### config.mk
export PLATFORM = sky130hd
export DESIGN_NAME = uart_phy_flat
export DESIGN_NICKNAME = d
export VERILOG_FILES = /design/src/rtl/uart_pkg.sv /design/src/rtl/uart_phy_if.sv /design/src/rtl/uart_fifo.sv /design/src/rtl/uart_phy.sv /design/src/flat_wrapper.sv
export SDC_FILE = /design/constraint.sdc
export NUM_CORES = 1
export LEC_CHECK = 0
export ABC_AREA = 1
export BUFFER_PORTS_ARGS = -buffer_cell sky130_fd_sc_hd__buf_2
export CORE_MARGIN = 4
export CORE_UTILIZATION = 45
export CTS_CLUSTER_SIZE = 8
export DETAILED_ROUTE_END_ITERATION = 10
export GPL_ROUTABILITY_DRIVEN = 0
export GPL_TIMING_DRIVEN = 0
export PLACE_DENSITY_LB_ADDON = 0.12
export SLEW_MARGIN = 25
export SYNTH_ARGS = -nofsm -noshare
export SYNTH_HDL_FRONTEND = slang
export SYNTH_SLANG_ARGS = --single-unit
### constraint.sdc
create_clock -name clk -period 2.6 [get_ports clk]
set_input_delay 0.52 -clock clk [delete_from_list [all_inputs] [get_ports clk]]
set_output_delay 0.52 -clock clk [all_outputs]
set_load 0.05 [all_outputs]
### src/rtl/uart_pkg.sv
// Shared constants and FSM encodings for the 8N1 UART PHY.
package uart_pkg;

    localparam int DATA_BITS        = 8;
    localparam int BAUD_DIV_DEFAULT = 417;  // 48 MHz / 115200
    localparam int FIFO_AW_DEFAULT  = 3;

    typedef enum logic [1:0] {
        TX_IDLE  = 2'd0,
        TX_START = 2'd1,
        TX_DATA  = 2'd2,
        TX_STOP  = 2'd3
    } tx_state_t;

    typedef enum logic [2:0] {
        RX_IDLE   = 3'd0,
        RX_START  = 3'd1,
        RX_DATA   = 3'd2,
        RX_STOP   = 3'd3,
        RX_WAITHI = 3'd4
    } rx_state_t;

endpackage

### src/rtl/uart_phy_if.sv
// CPU-side I/O port of the UART PHY.
// uart0_wr/uart0_rd are single-cycle strobes with no ready: a write while tx_full is
// dropped, a read while !uart0_valid is ignored; uart0_data is show-ahead while uart0_valid.
interface uart_phy_if;
    import uart_pkg::*;

    logic                 uart0_wr;
    logic [DATA_BITS-1:0] uart_w;
    logic                 uart0_rd;
    logic                 uart0_valid;
    logic [DATA_BITS-1:0] uart0_data;
    logic                 tx_full;

    modport master (
        output uart0_wr, uart_w, uart0_rd,
        input  uart0_valid, uart0_data, tx_full
    );

    modport slave (
        input  uart0_wr, uart_w, uart0_rd,
        output uart0_valid, uart0_data, tx_full
    );
endinterface

### src/rtl/uart_fifo.sv
// Synchronous show-ahead byte FIFO; a pop on a full FIFO frees room for a same-cycle push.
module uart_fifo
    import uart_pkg::*;
#(
    parameter int AW = FIFO_AW_DEFAULT
) (
    input  logic                 clk,
    input  logic                 resetq,
    input  logic                 push,
    input  logic                 pop,
    input  logic [DATA_BITS-1:0] din,
    output logic [DATA_BITS-1:0] dout,
    output logic                 empty,
    output logic                 full
);

    logic [DATA_BITS-1:0] mem [0:(1 << AW)-1];
    logic [AW:0]          wr_ptr;
    logic [AW:0]          rd_ptr;
    logic                 do_push;
    logic                 do_pop;

    assign empty   = (wr_ptr == rd_ptr);
    assign full    = (wr_ptr[AW] != rd_ptr[AW]) && (wr_ptr[AW-1:0] == rd_ptr[AW-1:0]);
    assign do_pop  = pop && !empty;
    assign do_push = push && (!full || do_pop);
    assign dout    = empty ? '0 : mem[rd_ptr[AW-1:0]];

    always_ff @(posedge clk or negedge resetq) begin
        if (!resetq) begin
            wr_ptr <= '0;
            rd_ptr <= '0;
        end else begin
            if (do_push) wr_ptr <= wr_ptr + 1'b1;
            if (do_pop)  rd_ptr <= rd_ptr + 1'b1;
        end
    end

    always_ff @(posedge clk) begin
        if (do_push) mem[wr_ptr[AW-1:0]] <= din;
    end

endmodule

### src/rtl/uart_phy.sv
// 8N1 UART PHY: TX FIFO + serialiser, synchronised RX deserialiser + RX FIFO.
module uart_phy
    import uart_pkg::*;
#(
    parameter int BAUD_DIV = BAUD_DIV_DEFAULT,
    parameter int FIFO_AW  = FIFO_AW_DEFAULT
) (
    input  logic       clk,
    input  logic       resetq,
    uart_phy_if.slave  cpu,
    output logic       rx_overrun,
    output logic       rx_ferr,
    output logic       uart_tx,
    input  logic       uart_rx,
    output tx_state_t  tx_state_dbg,
    output rx_state_t  rx_state_dbg
);

    localparam int             CW        = $clog2(BAUD_DIV + 1);
    localparam logic [CW-1:0]  BAUD_FULL = CW'(BAUD_DIV);
    localparam logic [CW-1:0]  BAUD_HALF = CW'(BAUD_DIV / 2);
    localparam logic [2:0]     LAST_BIT  = 3'(DATA_BITS - 1);

    // ---------------- TX ----------------
    tx_state_t            tx_state, tx_next;
    logic [CW-1:0]        tx_cnt;
    logic [2:0]           tx_bit_idx;
    logic [DATA_BITS-1:0] tx_shift;
    logic [DATA_BITS-1:0] tx_dout;
    logic                 tx_empty, tx_pop, tx_line, tx_bit_end;

    uart_fifo #(.AW(FIFO_AW)) u_tx_fifo (
        .clk(clk), .resetq(resetq),
        .push(cpu.uart0_wr), .pop(tx_pop), .din(cpu.uart_w),
        .dout(tx_dout), .empty(tx_empty), .full(cpu.tx_full)
    );

    assign tx_bit_end   = (tx_cnt == CW'(1));
    assign tx_state_dbg = tx_state;

    always_ff @(posedge clk or negedge resetq) begin
        if (!resetq) tx_state <= TX_IDLE;
        else         tx_state <= tx_next;
    end

    always_comb begin
        tx_next = tx_state;
        unique case (tx_state)
            TX_IDLE:  if (!tx_empty) tx_next = TX_START;
            TX_START: if (tx_bit_end) tx_next = TX_DATA;
            TX_DATA:  if (tx_bit_end && tx_bit_idx == LAST_BIT) tx_next = TX_STOP;
            TX_STOP:  if (tx_bit_end) tx_next = TX_IDLE;
            default:  tx_next = TX_IDLE;
        endcase
    end

    always_comb begin
        tx_pop  = (tx_state == TX_IDLE) && !tx_empty;
        tx_line = 1'b1;
        unique case (tx_state)
            TX_START: tx_line = 1'b0;
            TX_DATA:  tx_line = tx_shift[0];
            default:  tx_line = 1'b1;
        endcase
    end

    // Counter reloads on every bit boundary; the shift register advances only between data bits.
    always_ff @(posedge clk or negedge resetq) begin
        if (!resetq) begin
            uart_tx    <= 1'b1;
            tx_cnt     <= '0;
            tx_bit_idx <= '0;
            tx_shift   <= '0;
        end else begin
            uart_tx <= tx_line;
            if (tx_pop) begin
                tx_shift   <= tx_dout;
                tx_cnt     <= BAUD_FULL;
                tx_bit_idx <= '0;
            end else if (tx_state != TX_IDLE) begin
                if (tx_bit_end) begin
                    tx_cnt <= BAUD_FULL;
                    if (tx_state == TX_DATA) begin
                        tx_shift   <= tx_shift >> 1;
                        tx_bit_idx <= tx_bit_idx + 1'b1;
                    end
                end else begin
                    tx_cnt <= tx_cnt - 1'b1;
                end
            end
        end
    end

    // ---------------- RX ----------------
    rx_state_t            rx_state, rx_next;
    logic                 rx_s1, rx_s2, rx_sync;
    logic [1:0]           rx_settle;
    logic                 rx_armed;
    logic [CW-1:0]        rx_cnt;
    logic [2:0]           rx_bit_idx;
    logic [DATA_BITS-1:0] rx_shift;
    logic                 rx_sample, rx_push, rx_bad_stop, rx_empty, rx_full;

    uart_fifo #(.AW(FIFO_AW)) u_rx_fifo (
        .clk(clk), .resetq(resetq),
        .push(rx_push), .pop(cpu.uart0_rd), .din(rx_shift),
        .dout(cpu.uart0_data), .empty(rx_empty), .full(rx_full)
    );

    assign rx_sync          = rx_s2;
    assign rx_sample        = (rx_cnt == CW'(1));
    assign cpu.uart0_valid  = !rx_empty;
    assign rx_state_dbg     = rx_state;

    always_ff @(posedge clk or negedge resetq) begin
        if (!resetq) rx_state <= RX_IDLE;
        else         rx_state <= rx_next;
    end

    always_comb begin
        rx_next = rx_state;
        unique case (rx_state)
            RX_IDLE:   if (rx_armed && !rx_sync) rx_next = RX_START;
            RX_START:  if (rx_sample) rx_next = rx_sync ? RX_IDLE : RX_DATA;
            RX_DATA:   if (rx_sample && rx_bit_idx == LAST_BIT) rx_next = RX_STOP;
            RX_STOP:   if (rx_sample) rx_next = rx_sync ? RX_IDLE : RX_WAITHI;
            RX_WAITHI: if (rx_sync) rx_next = RX_IDLE;
            default:   rx_next = RX_IDLE;
        endcase
    end

    always_comb begin
        rx_push     = (rx_state == RX_STOP) && rx_sample && rx_sync;
        rx_bad_stop = (rx_state == RX_STOP) && rx_sample && !rx_sync;
    end

    // rx_armed needs a genuine high on the line after reset, so a frame cut by reset is not re-entered.
    always_ff @(posedge clk or negedge resetq) begin
        if (!resetq) begin
            rx_s1      <= 1'b1;
            rx_s2      <= 1'b1;
            rx_settle  <= '0;
            rx_armed   <= 1'b0;
            rx_cnt     <= '0;
            rx_bit_idx <= '0;
            rx_shift   <= '0;
            rx_overrun <= 1'b0;
            rx_ferr    <= 1'b0;
        end else begin
            rx_s1      <= uart_rx;
            rx_s2      <= rx_s1;
            rx_settle  <= {rx_settle[0], 1'b1};
            if (rx_settle[1] && rx_sync) rx_armed <= 1'b1;
            rx_overrun <= rx_push && rx_full && !cpu.uart0_rd;
            rx_ferr    <= rx_bad_stop;
            if (rx_state == RX_IDLE || rx_state == RX_WAITHI) begin
                rx_cnt     <= BAUD_HALF;
                rx_bit_idx <= '0;
            end else if (rx_sample) begin
                rx_cnt <= BAUD_FULL;
                if (rx_state == RX_DATA) begin
                    rx_shift   <= {rx_sync, rx_shift[DATA_BITS-1:1]};
                    rx_bit_idx <= rx_bit_idx + 1'b1;
                end
            end else begin
                rx_cnt <= rx_cnt - 1'b1;
            end
        end
    end

endmodule
### src/flat_wrapper.sv
// flat-port wrapper written by rule: the top's interface ports become plain ports
module uart_phy_flat import uart_pkg::*;
#(
    parameter int BAUD_DIV = BAUD_DIV_DEFAULT,
    parameter int FIFO_AW  = FIFO_AW_DEFAULT
)
  (clk, resetq, rx_overrun, rx_ferr, uart_tx, uart_rx, tx_state_dbg, rx_state_dbg, cpu_uart0_wr, cpu_uart_w, cpu_uart0_rd, cpu_uart0_valid, cpu_uart0_data, cpu_tx_full);
  uart_phy_if cpu_i ();
  input  logic clk;
  input  logic resetq;
  output logic rx_overrun;
  output logic rx_ferr;
  output logic uart_tx;
  input  logic uart_rx;
  output tx_state_t tx_state_dbg;
  output rx_state_t rx_state_dbg;
  input wire logic [$bits(cpu_i.uart0_wr)-1:0] cpu_uart0_wr;
  input wire logic [$bits(cpu_i.uart_w)-1:0] cpu_uart_w;
  input wire logic [$bits(cpu_i.uart0_rd)-1:0] cpu_uart0_rd;
  output wire logic [$bits(cpu_i.uart0_valid)-1:0] cpu_uart0_valid;
  output wire logic [$bits(cpu_i.uart0_data)-1:0] cpu_uart0_data;
  output wire logic [$bits(cpu_i.tx_full)-1:0] cpu_tx_full;
  assign cpu_i.uart0_wr = cpu_uart0_wr;
  assign cpu_i.uart_w = cpu_uart_w;
  assign cpu_i.uart0_rd = cpu_uart0_rd;
  assign cpu_uart0_valid = cpu_i.uart0_valid;
  assign cpu_uart0_data = cpu_i.uart0_data;
  assign cpu_tx_full = cpu_i.tx_full;
  uart_phy #(.BAUD_DIV(BAUD_DIV), .FIFO_AW(FIFO_AW)) u_core (.clk(clk), .resetq(resetq), .cpu(cpu_i), .rx_overrun(rx_overrun), .rx_ferr(rx_ferr), .uart_tx(uart_tx), .uart_rx(uart_rx), .tx_state_dbg(tx_state_dbg), .rx_state_dbg(rx_state_dbg));
endmodule
; ---- Yosys cells after proc, flatten, opt, wreduce, memory -nomap -nowiden
; Memories as Yosys holds them, arrays and structs flattened.
; Cells that the tools add are included.
[classes]
addsub = 8
eq_ne = 26
mux = 36
n_bitwise = 1
n_reduce_logical = 38
[ops]
columns = operator, n
row1 = $mux W8, 6
row2 = $mux W9, 5
row3 = $mux W3, 13
row4 = $eq A9 B1 Y1 const B, 2
row5 = $sub A9 B1 Y9 const B, 2
row6 = $add A4 B1 Y4 const B, 4
row7 = $logic_and A1 B1 Y1, 16
row8 = $ne A2 B1 Y1 const B, 8
row9 = $pmux W3 S5, 1
row10 = $reduce_bool A2 Y1, 6
row11 = $mux W2, 5
row12 = $eq A3 B3 Y1 const B, 3
row13 = $eq A4 B4 Y1, 2
row14 = $pmux W2 S4, 1
row15 = $add A3 B1 Y3 const B, 2
row16 = $eq A3 B2 Y1 const B, 2
row17 = $eq A3 B3 Y1, 2
row18 = $logic_not A1 Y1, 6
row19 = $reduce_and A3 Y1, 2
row20 = $reduce_and A5 Y1, 1
row21 = $eq A2 B2 Y1 const B, 2
row22 = $mux W1, 4
row23 = $reduce_and A4 Y1, 1
row24 = $eq A3 B1 Y1 const B, 1
row25 = other kinds (9), 12
[word_totals]
register_bits = 69
mem_bits_rw = 128
in_bits = 13
output_inout_bits = 18
wordCells = 130
mem_count = 2
[memory_table]
columns = memory, depth, word_bits, rd, rd_ports_with_merged_regs, write_ports, line
row1 = u_core.u_rx_fifo.mem, 8, 8, 1, 0, 1, uart_fifo.sv:17  ; logic [DATA_BITS-1:0] mem [0:(1 << AW)-1];
row2 = u_core.u_tx_fifo.mem, 8, 8, 1, 0, 1, uart_fifo.sv:17

; ---- Logic depth before layout (Yosys ltp)
; Gate-level depths: netlist of the first run.
[logic_depth]
word_depth = 8
ltp_mapped = 11

; ---- Cells and area by module
; Synthesis of the first run repeated with hierarchy kept, for this count alone.
[unflattened]
cells_unflattened = 865
hier_area_um2 = 8931.1
[by_module_without_submodules]
columns = module, instances, cells_each, area_each_um2, seq_area_each_um2
row1 = uart_fifo (u_core.u_tx_fifo), 1, 270, 3108.0, 2122.0
row2 = uart_fifo (u_core.u_rx_fifo), 1, 270, 3074.2, 2122.0
row3 = uart_phy, 1, 325, 2748.9, 1330.0

; ---- Least setup slack after synthesis of the first run
; No wires, ideal clock.
[synth_timing]
path_kind = register -> register
from = reg u_core.tx_state[0] (netlist: u_core.tx_state_dbg[0])
to = mem u_core.u_tx_fifo.mem[1][0], enable pin
setup_time_ns = 0.383
arrival_ns = 1.989
path_slack_ns = 0.228
path_stages_with_launch = 7
n_path_buf = 0
path_cell_list = dfrtp_1 inv_1 ha_1 inv_1 nand4_1 nand2_2 nor3_1
[synth_via]
elab_chain_cells = 7
[synth_rtl]
columns = item, line
row1 = from (decl), uart_phy.sv:25  ; tx_state_t tx_state, tx_next;
row2 = from (signal assigned), uart_phy.sv:43  ; else tx_state <= tx_next;
row3 = $logic_not A2 Y1, uart_phy.sv:58  ; tx_pop = (tx_state == TX_IDLE) && !tx_empty;
row4 = $logic_and A1 B1 Y1, uart_phy.sv:58
row5 = $logic_and A1 B1 Y1, uart_fifo.sv:25  ; assign do_pop = pop && !empty;
row6 = $logic_or A1 B1 Y1, uart_fifo.sv:26  ; assign do_push = push && (!full || do_pop);
row7 = $logic_and A1 B1 Y1, uart_fifo.sv:26
row8 = $mux W1, uart_fifo.sv:40  ; if (do_push) mem[wr_ptr[AW-1:0]] <= din;
row9 = $mux W1 (not written as such), uart_fifo.sv:40
row10 = to (decl), uart_fifo.sv:17
; Every way passes these cells.

; ---- Worst setup path after layout of the first run
[layout_timing]
from = reg u_core.u_rx_fifo.rd_ptr[1]
to = out cpu_uart0_data[0]
[layout_via]
elab_chain_cells = 2
[layout_rtl]
columns = item, line
row1 = from (decl), uart_fifo.sv:19  ; logic [AW:0] rd_ptr;
row2 = from (signal assigned), uart_fifo.sv:35  ; if (do_pop) rd_ptr <= rd_ptr + 1'b1;
row3 = $mem_v2 Z8 W8 / $eq A4 B4 Y1 (equally long branches), n/a
row4 = $mux W8 (*), uart_fifo.sv:27  ; assign dout = empty ? '0 : mem[rd_ptr[AW-1:0]];
row5 = to (decl), flat_wrapper.sv:21  ; output wire logic [$bits(cpu_i.uart0_data)-1:0] cpu_uart0_data;
; Every way passes the cells marked *; elsewhere a longest branch is shown, timed or not.

==> results of run 1 <==
==> layer usage <==
metal  part of all wire (%)  GRT usage (%)
met2                     50           30.3
met3                    4.0           4.16
met1                     45           23.4
met4                    1.2           4.61
met5                      0              0
==> cells in the final DEF, fill, tap and decap left out, types with 8 or more instances in the layout <==
cell | Yosys | layout
inv_1 | 37 | 37
o22ai_1 | 10 | 10
buf_2 | 12 | 31
nand2_1 | 191 | 191
ha_1 | 17 | 17
nand3_1 | 44 | 44
inv_2 | 9 | 8
nor2_2 | 5 | 8
nor2_1 | 154 | 151
edfxtp_1 | 128 | 128
o21ai_0 | 84 | 84
buf_6 | 3 | 9
clkbuf_16 | 0 | 17
buf_4 | 5 | 15
xor2_1 | 11 | 11
o211ai_1 | 10 | 10
dfrtp_1 | 66 | 66
==> critical path, stage by stage, from the launching register on <==
cell	delay, ns
dfrtp_1	0.38
buf_4	0.19
inv_4	0.11
nand2_1	0.10
a21oi_4	0.23
nand3_2	0.19
nand2_1	0.13
nor2_1	0.05
buf_4	0.19
==> state kept, by name (all words and copies together) (netlist names), 2 cells and up <==
signal / flops
u_core.rx_bit_idx: 3
u_core.rx_cnt: 9
u_core.rx_settle: 2
u_core.rx_shift: 8
u_core.rx_state_dbg: 3
u_core.tx_bit_idx: 3
u_core.tx_cnt: 9
u_core.tx_shift: 8
u_core.tx_state_dbg: 2
u_core.u_rx_fifo.mem: 64
u_core.u_rx_fifo.rd_ptr: 4
u_core.u_rx_fifo.wr_ptr: 4
u_core.u_tx_fifo.mem: 64
u_core.u_tx_fifo.rd_ptr: 4
u_core.u_tx_fifo.wr_ptr: 4
==> layout make-up <==
cell class | instances | share of cell area [%]
Clock inverter | 12 | 1.06
Tap cell | 260 | 3.27
Sequential cell | 197 | 56.1
Clock buffer | 20 | 4.49
Buffer | 29 | 2.05
Timing Repair Buffer | 36 | 2.53
Inverter | 49 | 1.95
Multi-Input combinational cell | 577 | 28.6
==> how the worst min path moves through the flow <==
stage                                     end  slack [ns]  cells past startpoint
final                            u_core.rx_s1        0.19                      1
after global routing             u_core.rx_s1        0.17                      1
after CTS                        u_core.rx_s1        0.17                      1
after detailed placement  u_core.rx_settle[1]        0.34                      0
after global placement    u_core.rx_settle[1]        0.34                      0
after floorplan               u_core.rx_armed        0.22                      0
==> power by group <==
part	internal, uW	leakage [uW]	total (uW)	switching [uW]
Clock	1350	0.000273	2490	1140
Combinational	1520	0.00182	4690	3170
Sequential	3790	0.00208	4060	267
Total	6660	0.00418	11200	4570
==> cells by family (layout without fill, tap and decap cells) <==
| group | after synthesis | after routing | synth area share (%) |
|---|---|---|---|
| DFF | 197 | 197 | 63.8 |
| other | 1 | 1 | 0.0430 |
| adders and majority gates | 17 | 17 | 2.44 |
| xor gates and xnor gates | 17 | 17 | 1.71 |
| buffers and inverters | 78 | 146 | 4.10 |
| and+or+nand+nor | 426 | 427 | 20.6 |
| AOI/OAI and AO/OA | 115 | 115 | 7.31 |
==> stage by stage <==
stage | setup TNS (ns) | instance area, um^2 | hold slack [ns] | setup slack, ns
final | 0 | 9940 | 0.195 | 0.0861
after global routing | -0.0905 | 9940 | 0.174 | -0.0335
after CTS | 0 | 9860 | 0.171 | 0.00716
after detailed placement | 0 | 9270 | 0.338 | 0.0528
after global placement | -6.40 | 9210 | 0.336 | -0.490
after floorplan | 0 | 8730 | 0.224 | 0.228
==> synth_stat cells, types with 6 or more instances <==
cell type | count | share of area [%]
clkbuf_1 | 6 | 0.26
o21ai_0 | 84 | 4.8
nor3_1 | 6 | 0.34
nand2_1 | 191 | 8.2
dfrtp_1 | 66 | 19
nand3_1 | 44 | 2.5
o22ai_1 | 10 | 0.72
xnor2_1 | 6 | 0.60
xor2_1 | 11 | 1.1
inv_1 | 37 | 1.6
ha_1 | 17 | 2.4
buf_2 | 12 | 0.69
nand4_1 | 7 | 0.50
o211ai_1 | 10 | 0.86
inv_2 | 9 | 0.39
edfxtp_1 | 128 | 44
nor2_1 | 154 | 6.6
==> timing repair <==
item                                   4_1_cts  5_1_grt
setup buffers                                0        2
cloned                                       0        1
hold buffers                                 1        0
endpoints found under the hold margin       18        0
pin swaps                                    0        1
gates resized for setup                     15       23
setup endpoints to repair                    8       24
==> flow_metrics.py, run 1 <==
metrics = {
    "floorplanning": {
        "die_w_um": 147,
        "core.rowCount": 50,
        "initial_core_util_pct": 46.2,
        "die_h_um": 147,
        "io_pins": 31,
        "core_mm2": 0.0189,
        "die_area_mm2": 0.0217,
    },
    "synthesis": {
        "syn_nets": 881,
        "postSynthCellCount": 851,
        "synthArstFlopShare_pct": 35.0,
        "synth-seq-area-share_pct": 63.8,
        "yosysWarnings": 0,
        "synth_area_mm2": 0.00873,
        "synth_edf_count": 128,
        "ys.flop_type": "edfxtp_1",
        "synth_seq_cells": 197,
        "syn-mean-instance-area_um2": 10.3,
        "yosysUniqueCellTypes": 39,
    },
    "global_route": {
        "overflow": 0,
        "antenna_found_initial": 0,
        "track_usage_pct": 17.9,
        "first_global_vias": 5742,
        "grt_first_pass_wirelength_mm": 30.4,
        "grt_max_degree": 50,
    },
    "worst_setup_path": {
        "crit_type": "reg -> out",
        "startpoint_type": "flip-flop",
        "crit_start": "u_core.u_rx_fifo.rd_ptr[1]",
        "r2r_end": "u_core.u_tx_fifo.mem[4][0]",
        "crit_fanout": 10,
        "crit_path_end": "cpu_uart0_data[0]",
        "r2r_cells": 6,
        "reg2reg_slack_ns": 0.20,
        "end_kind": "output pin",
        "required_ns": 2.08,
        "timing.rr.start": "u_core.tx_state_dbg[1]",
        "critical_path_arrival_ns": 1.99,
    },
    "routing": {
        "viasPerCell": 5.06,
        "wl_per_cell_um": 15.9,
        "routed_wl_mm": 18.7,
        "drt_iter0_markers": 456,
        "first_pass_iters": 5,
        "vias": 5974,
        "antenna_left": 0,
        "drc_errors": 0,
    },
    "cts": {
        "cts_root_buf": "clkbuf_16",
        "clkLatencyLatePin_ns": 0.42,
        "cts_tree": "done",
        "path_clk_slew_ns": 0.07,
        "cts.sinks": 197,
        "cts_max_path_buffers": 2,
        "htree_levels": 4,
        "numCtsBuffers": 17,
    },
    "pwr": {
        "pwr_density_cell_mw_per_mm2": 1130,
        "vdd_drop_max_mv": 0.543,
        "finalPower_uw": 11200,
        "p_leak_uw": 0.00418,
    },
    "timing": {
        "hold_viol": 0,
        "rsz0062_at_grt": "yes",
        "clock-skew-final_ns": 0.0101,
        "max_slew_margin_pct": 41.0,
        "drv_slew": 0,
        "fin_crit_ns": 2.51,
        "max_clock_freq_mhz": 398,
        "finalCritPeriodShare_pct": 96.7,
        "setup_viol": 0,
        "worst_pin_slew_ns": 0.881,
    },
    "cells_and_area": {
        "regArea_mm2": 0.00557,
        "final_core_util_pct": 52.6,
        "fin_nets": 937,
        "multi_input_area_mm2": 0.00284,
        "final_cells": 1180,
        "antennaDiodeCount": 0,
        "fillers": 1749,
        "drive_gt1_share_pct": 15.2,
        "areaGrowthSynthToFinish_pct": 13.8,
    },
    "status": {
        "status": "finished clean",
    },
    "placement": {
        "place.detailed.hpwl_mm": 12.3,
        "portBuffers": 30,
        "dp.cells": 1144,
    },
    "min_path": {
        "min-delay-start": "uart_rx",
        "hp-class": "in -> reg",
    },
    "flow_run": {
        "maxCapViolCount": 0,
    },
}
(Power assumes the default switching activity.)
==> inputs of run 2 (changes only) <==
--- a/config.mk
+++ b/config.mk
@@ -8,7 +8,7 @@
 export ABC_AREA = 1
 export BUFFER_PORTS_ARGS = -buffer_cell sky130_fd_sc_hd__buf_2
 export CORE_MARGIN = 4
-export CORE_UTILIZATION = 45
+export CORE_UTILIZATION = 36
 export CTS_CLUSTER_SIZE = 8
 export DETAILED_ROUTE_END_ITERATION = 10
 export GPL_ROUTABILITY_DRIVEN = 0
==> run 2 against run 1 <==
Effect of this change: cell area increased by 1.0%; combinational power hardly changed; critical path depth fell by 2; maximum frequency is 1.9% lower; cell count rose by 4.9%; register-to-register slack lost 0.16 ns; die area up 24%; routed wire length rose by 4.5%; non-clock buffer count decreased by 1; sequential power is essentially flat; hold slack got worse by 0.013 ns; critical path type is now reg -> reg.
==> flow_metrics.py, run 2 (synthesis gave the netlist of run 1 again) <==
metrics = {
    "status": {
        "status": "finished clean",
    },
    "routing": {
        "wl_per_cell_um": 15.8,
        "antenna_left": 0,
        "drc_errors": 0,
        "routed_wl_mm": 19.6,
        "first_pass_iters": 5,
        "top_layer_used": "met4",
        "routed-wl-met2_mm": 9.65,
        "drt_iter0_markers": 395,
        "viasPerCell": 4.77,
        "wl_met3_um": 592,
        "vias": 5907,
        "met1_length_mm": 9.14,
    },
    "cells_and_area": {
        "final_cell_mix": "191 x nand2_1, 152 x nor2_1, 128 x edfxtp_1",
        "postLayoutCellArea_mm2": 0.0100,
        "drive_gt1_share_pct": 15.2,
        "fillers": 2327,
        "areaGrowthSynthToFinish_pct": 15.0,
        "final_common_cell": "nand2_1",
        "multi_input_area_mm2": 0.00284,
        "antennaDiodeCount": 0,
        "regArea_mm2": 0.00557,
        "fin_nets": 936,
    },
    "global_route": {
        "first_global_vias": 5744,
        "antenna_found_initial": 0,
        "grt_first_pass_wirelength_mm": 31.5,
        "track_usage_pct": 15.2,
        "grt_max_degree": 48,
        "overflow": 0,
    },
    "timing": {
        "finalCritPeriodShare_pct": 98.5,
        "hold_viol": 0,
        "fin_crit_ns": 2.56,
        "drv_slew": 0,
        "rsz0062_at_grt": "yes",
        "setup_viol": 0,
        "clock-skew-final_ns": 0.0143,
        "worst_pin_slew_ns": 1.07,
        "max_clock_freq_mhz": 390,
        "max_slew_margin_pct": 28.7,
    },
    "worst_setup_path": {
        "reg2reg_slack_ns": 0.04,
        "crit_type": "reg -> reg",
        "end_kind": "flip-flop",
        "required_ns": 2.65,
        "path_cells": "inv_1 -> ha_1 -> inv_1 -> nand4_1 -> nand3_1 -> nor2_1",
        "cpPeakStageDelay_ns": 0.85,
        "critical_path_arrival_ns": 2.61,
        "crit_top_cell": "inv_1",
        "crit_buf_inv": 2,
        "critical-path-top-delay-family": "simple AND/OR/NAND/NOR gates",
        "crit_fanout": 8,
        "startpoint_type": "flip-flop",
        "critical-path-slowest-cell": "nor2_1",
    },
    "cts": {
        "cts_tree": "done",
        "path_clk_slew_ns": 0.08,
        "cts.sinks": 197,
        "htree_levels": 4,
        "cts_root_buf": "clkbuf_16",
        "cts_max_path_buffers": 2,
        "clkLatencyLatePin_ns": 0.43,
        "numCtsBuffers": 17,
    },
    "pwr": {
        "finalPower_uw": 11400,
        "p_comb_share_pct": 41.4,
        "power_switching_uw": 4760,
        "p_leak_uw": 0.00419,
        "intPower_uw": 6590,
        "pwr_density_cell_mw_per_mm2": 1130,
        "swShare_pct": 41.9,
        "clkPwrFrac_pct": 22.9,
        "vdd_drop_max_mv": 0.608,
        "power_frac_seq_pct": 35.7,
    },
    "placement": {
        "placed_area_mm2": 0.00934,
        "portBuffers": 30,
        "place.detailed.hpwl_mm": 12.6,
    },
    "floorplanning": {
        "die_area_mm2": 0.0268,
        "core_mm2": 0.0237,
        "io_pins": 31,
        "die_w_um": 164,
        "initial_core_util_pct": 36.9,
        "die_h_um": 164,
        "core.rowCount": 56,
    },
    "min_path": {
        "hp-class": "in -> reg",
    },
    "flow_run": {
        "maxCapViolCount": 0,
    },
}
-- run 2: cell count changes in the layout (fill, tap and decap cells not counted), sizes merged --
cell,previous run,this run
inv,53,54
clkinv,6,8
bufinv,1,0
buf,57,56
clkbuf,27,25
-- run 2: repair_timing --
| action | CTS | global route |
|---|---|---|
| pin swaps | 0 | 2 |
| setup buffers | 0 | 1 |
| hold buffers | 1 | 0 |
| resized for setup | 14 | 24 |
| endpoints found under the hold margin | 20 | 0 |
| endpoints found under the setup margin | 8 | 64 |
| gates cloned | 0 | 1 |
-- run 2: worst reg2reg max path, cell delays in order, from the launching register on --
cell and delay (ns):
dfrtp_1 0.43, inv_1 0.12, ha_1 0.24, inv_1 0.13, nand4_1 0.20, nand3_1 0.20
nor2_1 0.85
-- run 2: power groups by stage --
stage | logic, uW | registers, uW | clock network (uW)
global route | 5260 | 4120 | 2800
floorplan | 3200 | 4180 | 0
CTS | 4600 | 4060 | 2680
finish | 4700 | 4060 | 2600
detailed placement | 4520 | 4120 | 0
global placement | 4470 | 4120 | 0
-- run 2: cell type report --
type | instances | share of cell area (%)
multi-input cells | 577 | 28.2
clock inverters | 14 | 1.63
inverters | 49 | 1.93
repair buffers | 35 | 2.44
well taps | 319 | 3.97
plain buffers | 29 | 1.99
flip-flops and latches | 197 | 55.5
clock buffers | 18 | 4.27
-- run 2: path summary, 6_finish.rpt --
path                                        start                         end  cells after the start
setup reg to reg           u_core.tx_state_dbg[1]  u_core.u_tx_fifo.mem[0][7]                      6
hold reg to reg               u_core.rx_settle[0]         u_core.rx_settle[1]                      0
min in group asynchronous                  resetq            u_core.rx_cnt[7]                      2
setup / recovery           u_core.tx_state_dbg[1]  u_core.u_tx_fifo.mem[0][7]                      6
hold / removal                            uart_rx                u_core.rx_s1                      1
max in group asynchronous                  resetq              u_core.uart_tx                      3
-- run 2: stage by stage --
stage / TNS [ns] / setup WS (ns) / instances / util [%] / hold slack [ns]
floorplan: 0 / 0.228 / 851 / - / 0.224
global placement: -6.13 / -0.299 / 1200 / 39.2 / 0.334
detailed placement: 0 / 0.0253 / 1203 / 39.4 / 0.343
CTS: 0 / 0.000756 / 1236 / 42.1 / 0.162
global route: -3.43 / -0.102 / 1238 / 42.4 / 0.160
finish: 0 / 0.0378 / 1238 / 42.4 / 0.182
-- run 2: routing by layer --
metal  track usage, %  vias up
li1                 -     2985
met1             20.2     2813
met2             25.8       94
met3             2.71       15
met4             3.96        0
met5                0        -
